File: src/rtl/tt_sweep_pkg.sv
// Shared types and helpers for the truth-table sweep controller.
package tt_sweep_pkg;

    typedef enum logic [1:0] {
        IDLE   = 2'd0,
        SETTLE = 2'd1,
        SAMPLE = 2'd2,
        DONE   = 2'd3
    } sweep_state_t;

    localparam logic [15:0] DEFAULT_EXPECT_TT = 16'h3060;

    function automatic int tt_len(input int n_in);
        return 1 << n_in;
    endfunction

endpackage

File: src/rtl/tt_settle_timer.sv
// Loadable down-counter that times how long each input vector is held.
module tt_settle_timer #(
    parameter int SETTLE_CYC = 2
) (
    input  logic clk,
    input  logic rst_n,
    input  logic load,
    input  logic en,
    output logic expired
);

    localparam int CW = $clog2(SETTLE_CYC + 1);

    generate
        if (SETTLE_CYC < 1) begin : g_bad_settle
            $error("tt_settle_timer: SETTLE_CYC must be at least 1");
        end
    endgenerate

    logic [CW-1:0] cnt;

    // Loaded with SETTLE_CYC; the final settle cycle is the one where cnt is 1.
    always_ff @(posedge clk or negedge rst_n) begin
        if (!rst_n) begin
            cnt <= '0;
        end else if (load) begin
            cnt <= CW'(SETTLE_CYC);
        end else if (en && cnt != '0) begin
            cnt <= cnt - 1'b1;
        end
    end

    assign expired = (cnt == CW'(1));

endmodule

File: src/rtl/tt_sweep_ctrl.sv
// Sweeps every input vector of a gate, captures its truth table and compares it.
// Optional per-vector error counter enabled by defining TT_SWEEP_ERRCNT_EN.
module tt_sweep_ctrl
    import tt_sweep_pkg::*;
#(
    parameter int                        N_IN       = 4,
    parameter int                        SETTLE_CYC = 2,
    parameter logic [tt_len(N_IN)-1:0]   EXPECT_TT  = DEFAULT_EXPECT_TT
) (
    input  logic                    clk,
    input  logic                    rst_n,
    input  logic                    start,
    input  logic                    abort,
    output logic [N_IN-1:0]         gate_in,
    input  logic                    gate_out,
    output logic                    busy,
    output logic                    done,
    output logic [tt_len(N_IN)-1:0] tt_captured,
`ifdef TT_SWEEP_ERRCNT_EN
    output logic [N_IN:0]           err_cnt,
`endif
    output logic                    match
);

    localparam int TT_LEN = tt_len(N_IN);

    sweep_state_t        state;
    logic [N_IN:0]       idx;
    logic                last_vec;
    logic                accept;
    logic                timer_load;
    logic                timer_en;
    logic                expired;
    logic                match_next;
    logic [TT_LEN-1:0]   tt_sampled;

    assign last_vec   = (idx == (N_IN + 1)'(TT_LEN - 1));
    assign accept     = (state == IDLE) && start && !abort;
    assign timer_load = accept || ((state == SAMPLE) && !abort && !last_vec);
    assign timer_en   = (state == SETTLE);

    tt_settle_timer #(
        .SETTLE_CYC (SETTLE_CYC)
    ) u_timer (
        .clk     (clk),
        .rst_n   (rst_n),
        .load    (timer_load),
        .en      (timer_en),
        .expired (expired)
    );

    always_comb begin
        tt_sampled = tt_captured;
        tt_sampled[idx[N_IN-1:0]] = gate_out;
    end

`ifdef TT_SWEEP_ERRCNT_EN
    logic          sample_err;
    logic [N_IN:0] err_next;

    assign sample_err = (gate_out != EXPECT_TT[idx[N_IN-1:0]]);
    assign err_next   = (sample_err && err_cnt != '1) ? err_cnt + 1'b1 : err_cnt;
    assign match_next = (tt_sampled == EXPECT_TT) && (err_next == '0);

    always_ff @(posedge clk or negedge rst_n) begin
        if (!rst_n) begin
            err_cnt <= '0;
        end else if (accept) begin
            err_cnt <= '0;
        end else if (state == SAMPLE && !abort) begin
            err_cnt <= err_next;
        end
    end
`else
    assign match_next = (tt_sampled == EXPECT_TT);
`endif

    always_ff @(posedge clk or negedge rst_n) begin
        if (!rst_n) begin
            state       <= IDLE;
            idx         <= '0;
            gate_in     <= '0;
            busy        <= 1'b0;
            done        <= 1'b0;
            tt_captured <= '0;
            match       <= 1'b0;
        end else begin
            done <= 1'b0;
            case (state)
                IDLE: begin
                    if (accept) begin
                        state       <= SETTLE;
                        idx         <= '0;
                        gate_in     <= '0;
                        busy        <= 1'b1;
                        tt_captured <= '0;
                        match       <= 1'b0;
                    end
                end
                SETTLE: begin
                    if (abort) begin
                        state   <= IDLE;
                        gate_in <= '0;
                        busy    <= 1'b0;
                        match   <= 1'b0;
                    end else if (expired) begin
                        state <= SAMPLE;
                    end
                end
                SAMPLE: begin
                    // An abort here drops the sample taken in this cycle.
                    if (abort) begin
                        state   <= IDLE;
                        gate_in <= '0;
                        busy    <= 1'b0;
                        match   <= 1'b0;
                    end else begin
                        tt_captured <= tt_sampled;
                        if (last_vec) begin
                            state <= DONE;
                            busy  <= 1'b0;
                            done  <= 1'b1;
                            match <= match_next;
                        end else begin
                            state   <= SETTLE;
                            idx     <= idx + 1'b1;
                            gate_in <= gate_in + 1'b1;
                        end
                    end
                end
                DONE: begin
                    state   <= IDLE;
                    gate_in <= '0;
                end
                default: state <= IDLE;
            endcase
        end
    end

endmodule

File: config.mk
export PLATFORM = sky130hd
export DESIGN_NAME = tt_sweep_ctrl
export DESIGN_NICKNAME = d
export VERILOG_FILES = /design/src/rtl/tt_sweep_pkg.sv /design/src/rtl/tt_settle_timer.sv /design/src/rtl/tt_sweep_ctrl.sv
export SDC_FILE = /design/constraint.sdc
export NUM_CORES = 1
export LEC_CHECK = 0
export CAP_MARGIN = 5
export CORE_MARGIN = 2
export CORE_UTILIZATION = 40
export CTS_CLUSTER_SIZE = 24
export DETAILED_ROUTE_END_ITERATION = 10
export GPL_TIMING_DRIVEN = 0
export PLACE_DENSITY = 0.57
export SLEW_MARGIN = 10
export SYNTH_ARGS = -nofsm -noshare
export SYNTH_HDL_FRONTEND = slang
export SYNTH_SLANG_ARGS = --single-unit
File: constraint.sdc
create_clock -name clk -period 2.2 [get_ports clk]
set_input_delay 0.33 -clock clk [delete_from_list [all_inputs] [get_ports clk]]
set_output_delay 0.33 -clock clk [all_outputs]
set_load 0.02 [all_outputs]
# Yosys cells after proc, flatten, opt, wreduce, memory -nomap -nowiden
# Cells that the tools add are included.
dict set report classes {
  reduce_logical 19
  magnitude_cmp 2
  n_eq_ne 13
  n_mux 35
  n_addsub 3
}
# op count
set op_table {}
lappend op_table {{16-bit two-way mux} 2}
lappend op_table {{16-bit case mux with 2 select lines} 1}
lappend op_table {{16-bit bitwise mux} 1}
lappend op_table {{16-bit by 14-bit equality test with 1-bit output (second input constant)} 1}
lappend op_table {{4-bit two-way mux} 4}
lappend op_table {{4-bit case mux with 4 select lines} 1}
lappend op_table {{5-bit two-way mux} 3}
lappend op_table {{2-bit two-way mux} 7}
lappend op_table {{1-bit two-way mux} 11}
lappend op_table {{5-bit case mux with 2 select lines} 1}
lappend op_table {{3-bit != test (second input constant)} 3}
lappend op_table {{2-bit != test (second input constant)} 4}
lappend op_table {{2-bit case mux with 4 select lines} 1}
lappend op_table {{4-bit AND reduction} 2}
lappend op_table {{1-bit logical AND} 6}
lappend op_table {{1-bit case mux with 3 select lines} 2}
lappend op_table {{3-bit AND reduction} 2}
lappend op_table {{2-bit nonzero test} 3}
lappend op_table {{5-bit by 1-bit adder with 5-bit output (second input constant)} 1}
lappend op_table {{5-bit by 4-bit equality test with 1-bit output (second input constant)} 1}
lappend op_table {{4-bit by 5-bit less-than comparator with 1-bit output (second input constant)} 1}
lappend op_table {{4-bit by 1-bit adder with 4-bit output (second input constant)} 1}
lappend op_table {{1-bit demux with 4-bit select} 1}
lappend op_table {{2-bit by 1-bit equality test with 1-bit output (second input constant)} 2}
lappend op_table {{8 further kinds} 10}
dict set report word_totals {
  wordCells 80
  output_inout_bits 23
  regBits 32
  inputBits 5
}

# Depth between registers and ports, before layout
dict set report depth {
  depth_word 9
  depth_mapped 10
  mapped_depth_nobuf 9
}

# Modules after synthesis
# From an unflattened synthesis, not the netlist that was laid out.
dict set report hier_totals {
  hier_cells 249
  area_unflattened_um2 2177.1
}
# mod area_per_inst_um2 n_inst seq_area_each_um2 cells_per_inst
set modules_own_cells {}
lappend modules_own_cells {tt_sweep_ctrl 2040.7 1 750.7 236}
lappend modules_own_cells {tt_settle_timer 136.4 1 50.0 13}

# Worst setup path before layout
# No wires, ideal clock.
dict set report synth_timing {
  path_type {flip-flop to flip-flop}
  from {register idx[0]}
  to {register match}
  t_required_ns 2.097
  path_stages_with_launch 10
  synth_period_minus_slack_ns 1.929
  setup_ns 0.103
  t_arrival_ns 1.825
  path_buffers 1
  slack_ns 0.271
  path_cell_list {dfrtp_1 -> ha_1 -> clkbuf_1 -> nand3_1 -> inv_1 -> ha_1 -> nand2_1 -> a211oi_1 -> a21oi_1 -> o41ai_2}
}
dict set report synth_between {
  elab_chain_len 9
  word_cells_on_any_way 13
  cone_classes {order compare (2); eq/ne (3); mux (6); reduce/logical (2)}
}
# item line
set synth_lines {}
lappend synth_lines {{start, declared} tt_sweep_ctrl.sv:28} ;# logic [N_IN:0] idx;
lappend synth_lines {{start signal, assigned} tt_sweep_ctrl.sv:126} ;# idx <= idx + 1'b1;
lappend synth_lines {{4-bit by 5-bit less-than comparator with 1-bit output (not written as such) / 4-bit by 1-bit >= comparator with 1-bit output (equally long branches)} tt_sweep_ctrl.sv:54} ;# tt_sampled[idx[N_IN-1:0]] = gate_out;
lappend synth_lines {{1-bit logical AND (not written as such)} tt_sweep_ctrl.sv:54}
lappend synth_lines {{1-bit two-way mux (not written as such)} tt_sweep_ctrl.sv:54}
lappend synth_lines {{1-bit demux with 4-bit select} tt_sweep_ctrl.sv:54}
lappend synth_lines {{16-bit bitwise mux} tt_sweep_ctrl.sv:54}
lappend synth_lines {{16-bit by 14-bit equality test with 1-bit output} tt_sweep_ctrl.sv:75} ;# assign match_next = (tt_sampled == EXPECT_TT);
lappend synth_lines {{1-bit two-way mux} tt_sweep_ctrl.sv:119} ;# if (last_vec) begin
lappend synth_lines {{1-bit two-way mux} tt_sweep_ctrl.sv:112} ;# if (abort) begin
lappend synth_lines {{1-bit case mux with 3 select lines} tt_sweep_ctrl.sv:89} ;# case (state)
lappend synth_lines {{end signal, assigned} tt_sweep_ctrl.sv:123} ;# match <= match_next;
lappend synth_lines {{end, declared} tt_sweep_ctrl.sv:22} ;# output logic match
# Several ways; a longest one is shown, not always the timed one. The select of a mux whose other input is x is not followed.
# A chain may end at the register's enable or synchronous reset.

# Worst setup path in the final report
dict set report layout_timing {
  from {register idx[1]}
  to {register match}
}
# The elaborated chain is that of the path after synthesis.

==> results.md <==
- Outcome: finished, final reports clean
- Top FF cell, synth: dfrtp_1
- # Max-Cap Violations: 0
- Yosys cell types: 47
- Share of layout cells above drive strength 1: 10.69%
- # IOs: 28
- Final #Nets: 279
- Crit path DAT: 2.27 ns
- First-pass GRT wire length: slightly above 8 mm
- YS warnings: 0
- Clk_skew: 0.006096 ns
- Worst skew pair latency: 0.29 ns
- Fin util: 50.42%
- Max Slew Vio Count: 0
- CTS Buf Count: 5
- Post-Syn Nets: around 250
- Starting Density: 40.82%
- DR WL/cell: between 10 and 15 um
- Post-CTS Resized: 1
- Drt first pass iters: 4
- EDFF count, synth: 0
- CTS Root Cell: clkbuf_8
- LEAKAGE: 1.127 nW
- Largest family of logic cells by synthesized area: compound AO/OA/AOI/OAI gates
- Achievable clock frequency: 481.5 MHz
- ANT nets after route: 0
- H-tree levels: 2
- Hold buffers post-CTS: 0
- Chip Width: 75.73 um
- Ant. Diodes: 0
- Hpwl dp: 3.518 mm
- Vias after detailed routing: 1750
- Worst hold margin: slightly above 0.09 ns
- Total Wirelength: 4.906 mm
- Worst hold path class: input port to async pin
- Crit end category: register
- Post-Synth XOR/XNOR Area: 1.277%
- Port Buf Inserts: 27
- Critical path startpoint category: register
- Clock buffer depth: 2
- Reg2reg setup slack: 0.12 ns
- Slew HR: 51.40%
- Worst flop-to-flop path startpoint: idx[1]
- FILL cells: between 400 and 500
- Final Cycle Share: 94.40%
- Core Footprint: around 0.0050 mm2
- Pwr per Cell Area: 795.2 mW/mm2
- Row Count: 26
- Peak VDD IR: 0.0006373 V
- DIE AREA: approximately 0.0057 mm2
- Post-synthesis mux area share: 3.951%
- Routability Congestion: 0.7797
- Adder-cell area share of the yosys netlist: 7.903%
- CP max FO: 6
- Cells after Synth: 228
- Worst Tran Pin Value: 0.7290 ns
- Clk slew on worst S/H paths: 0.07 ns
- CTS tree: done
- Worst reg2reg path depth: 7
- DR iter-0 viols: 99
- Initial antenna violation count: 0
- FF-to-FF End: match
- # clock sinks: 32
- Setup violators final: 0
- Grt ovf: 0
- Area Growth Syn to Fin: 23.53%
- Gr usage total: 18.95%
- Unrepaired setup endpoints after global routing: true
- Synth Area in Simple Gates: between 15 and 20%
- Final period demand of the worst path: about 2.1 ns
- Setup TNS Final: 0 ns
- Height of the chip: between 70 and 80 um
- Fin. Hold Viols: 0
- Worst setup path class: register to register
- Vias/cell: 5.271
- Compound-Gate Fraction of Synth Area: 22.92%
- Setup Buffers After CTS: 0
- Ys async rst share: 100.0%
- Largest net degree at the start of global routing: 33
- Critical Path RT: ~2.4 ns
- Sequential fraction of the synthesis area: just under 40%
- Synth Cell Area: 0.002058 mm2
- Residual DRC count: 0
- Synthesized flop and latch total: 32
- Vias in the first global route: roughly 1700
- Mean post-synth cell area: 9.027 um2
-- layout make-up --
cell class / instances / area, um2 / area share (%)
multi-input cells: 166 / 1131 / 44.49
inverters: 18 / 67.56 / 2.657
clock inverters: 2 / 35.03 / 1.378
repair buffers: 27 / 265.3 / 10.43
flip-flops and latches: 32 / 802.0 / 31.55
plain buffers: 11 / 81.33 / 3.199
clock buffers: 6 / 72.57 / 2.854
well taps: 70 / 87.58 / 3.445
-- synth_stat cells, types with 3 or more instances --
cell type / instances / area [um2]
nand3_1: 5 / 25.02
dfrtp_1: 32 / 800.8
nor2_1: 13 / 48.80
inv_1: 17 / 63.81
o22ai_1: 6 / 37.54
xnor2_1: 3 / 26.28
a211oi_1: 3 / 22.52
buf_2: 4 / 20.02
ha_1: 13 / 162.7
clkbuf_1: 4 / 15.01
nand2b_1: 7 / 43.79
nand4_1: 3 / 18.77
o21ai_1: 4 / 20.02
o31ai_1: 3 / 22.52
nand2_1: 23 / 86.33
nor3b_1: 3 / 22.52
a21oi_1: 18 / 90.09
o21ai_0: 25 / 125.1
a22o_1: 4 / 35.03
mux2i_1: 7 / 70.07
-- flip-flops by register name (all words and copies together), names as in the netlist --
signal       cells
idx              5
gate_in          4
state            2
match            1
u_timer.cnt      2
busy             1
tt_captured     16
done             1
-- cells by family after synthesis --
family,after synthesis
buffers and inverters,30
muxes,8
and+or+nand+nor,68
adders and majority gates,13
DFF,32
AOI/OAI and AO/OA,74
xor gates and xnor gates,3
-- routing by layer --
metal | routed length, um | up-vias | track usage, %
met5 | 0 | - | 0
met4 | 76 | 0 | 8.187
met3 | 197 | 7 | 4.365
met2 | 2414 | 32 | 30.92
met1 | 2218 | 839 | 24.06
li1 | - | 872 | -
-- cell usage in the layout, fill, tap and decap left out, types with 2 or more instances in the layout --
cell / netlist / routed
mux2i_1: 7 / 7
a21oi_1: 18 / 18
nor3b_1: 3 / 2
buf_2: 4 / 5
nor2_1: 13 / 13
ha_1: 13 / 11
clkdlybuf4s50_1: 0 / 26
xnor2_1: 3 / 3
nor3_1: 2 / 2
nand3_1: 5 / 5
clkbuf_8: 0 / 5
clkbuf_1: 4 / 4
buf_6: 2 / 2
nor2b_1: 2 / 2
dfrtp_1: 32 / 31
a22o_1: 4 / 4
inv_1: 17 / 17
nand2_1: 23 / 23
a211oi_1: 3 / 3
nand4_1: 3 / 3
o21ai_1: 4 / 3
nand3b_1: 2 / 2
nand2b_1: 7 / 7
o31ai_1: 3 / 3
o21ai_0: 25 / 25
o22ai_1: 6 / 6
-- worst max-delay path, cell delays in order (launching register included) --
cell	delay (ns)
dfrtp_1	0.47
inv_1	0.14
ha_2	0.27
nor3b_2	0.22
mux2i_1	0.24
and4b_1	0.22
nand4_1	0.11
o41ai_2	0.32
-- report_power, final --
part | internal [mW] | switching, mW | total, mW
logic | 0.279 | 0.450 | 0.729
clock network | 0.336 | 0.233 | 0.569
registers | 0.661 | 0.0620 | 0.723
-- per-stage QoR --
step                      std cells  instance area (um2)  total power [mW]  setup slack [ns]
after floorplan                 228                 2058             1.238            0.2714
after global placement          325                 2416             1.437          -0.08905
after detailed placement        325                 2411             1.447          -0.09543
after CTS                       332                 2517             2.021           0.02091
after global routing            332                 2542             2.178          -0.03196
final                           332                 2542             2.022            0.1233
-- worst max-delay path by stage --
stage / startpoint / depth (start not counted) / endpoint
2_1_floorplan: idx[0] / 9 / match
3_3_place_gp: idx[0] / 9 / match
3_5_place_dp: idx[0] / 9 / match
4_1_cts: idx[0] / 7 / match
5_1_grt: idx[2] / 9 / match
6_report: idx[1] / 7 / match
No activity file was read; power rests on OpenSTA's default activity.
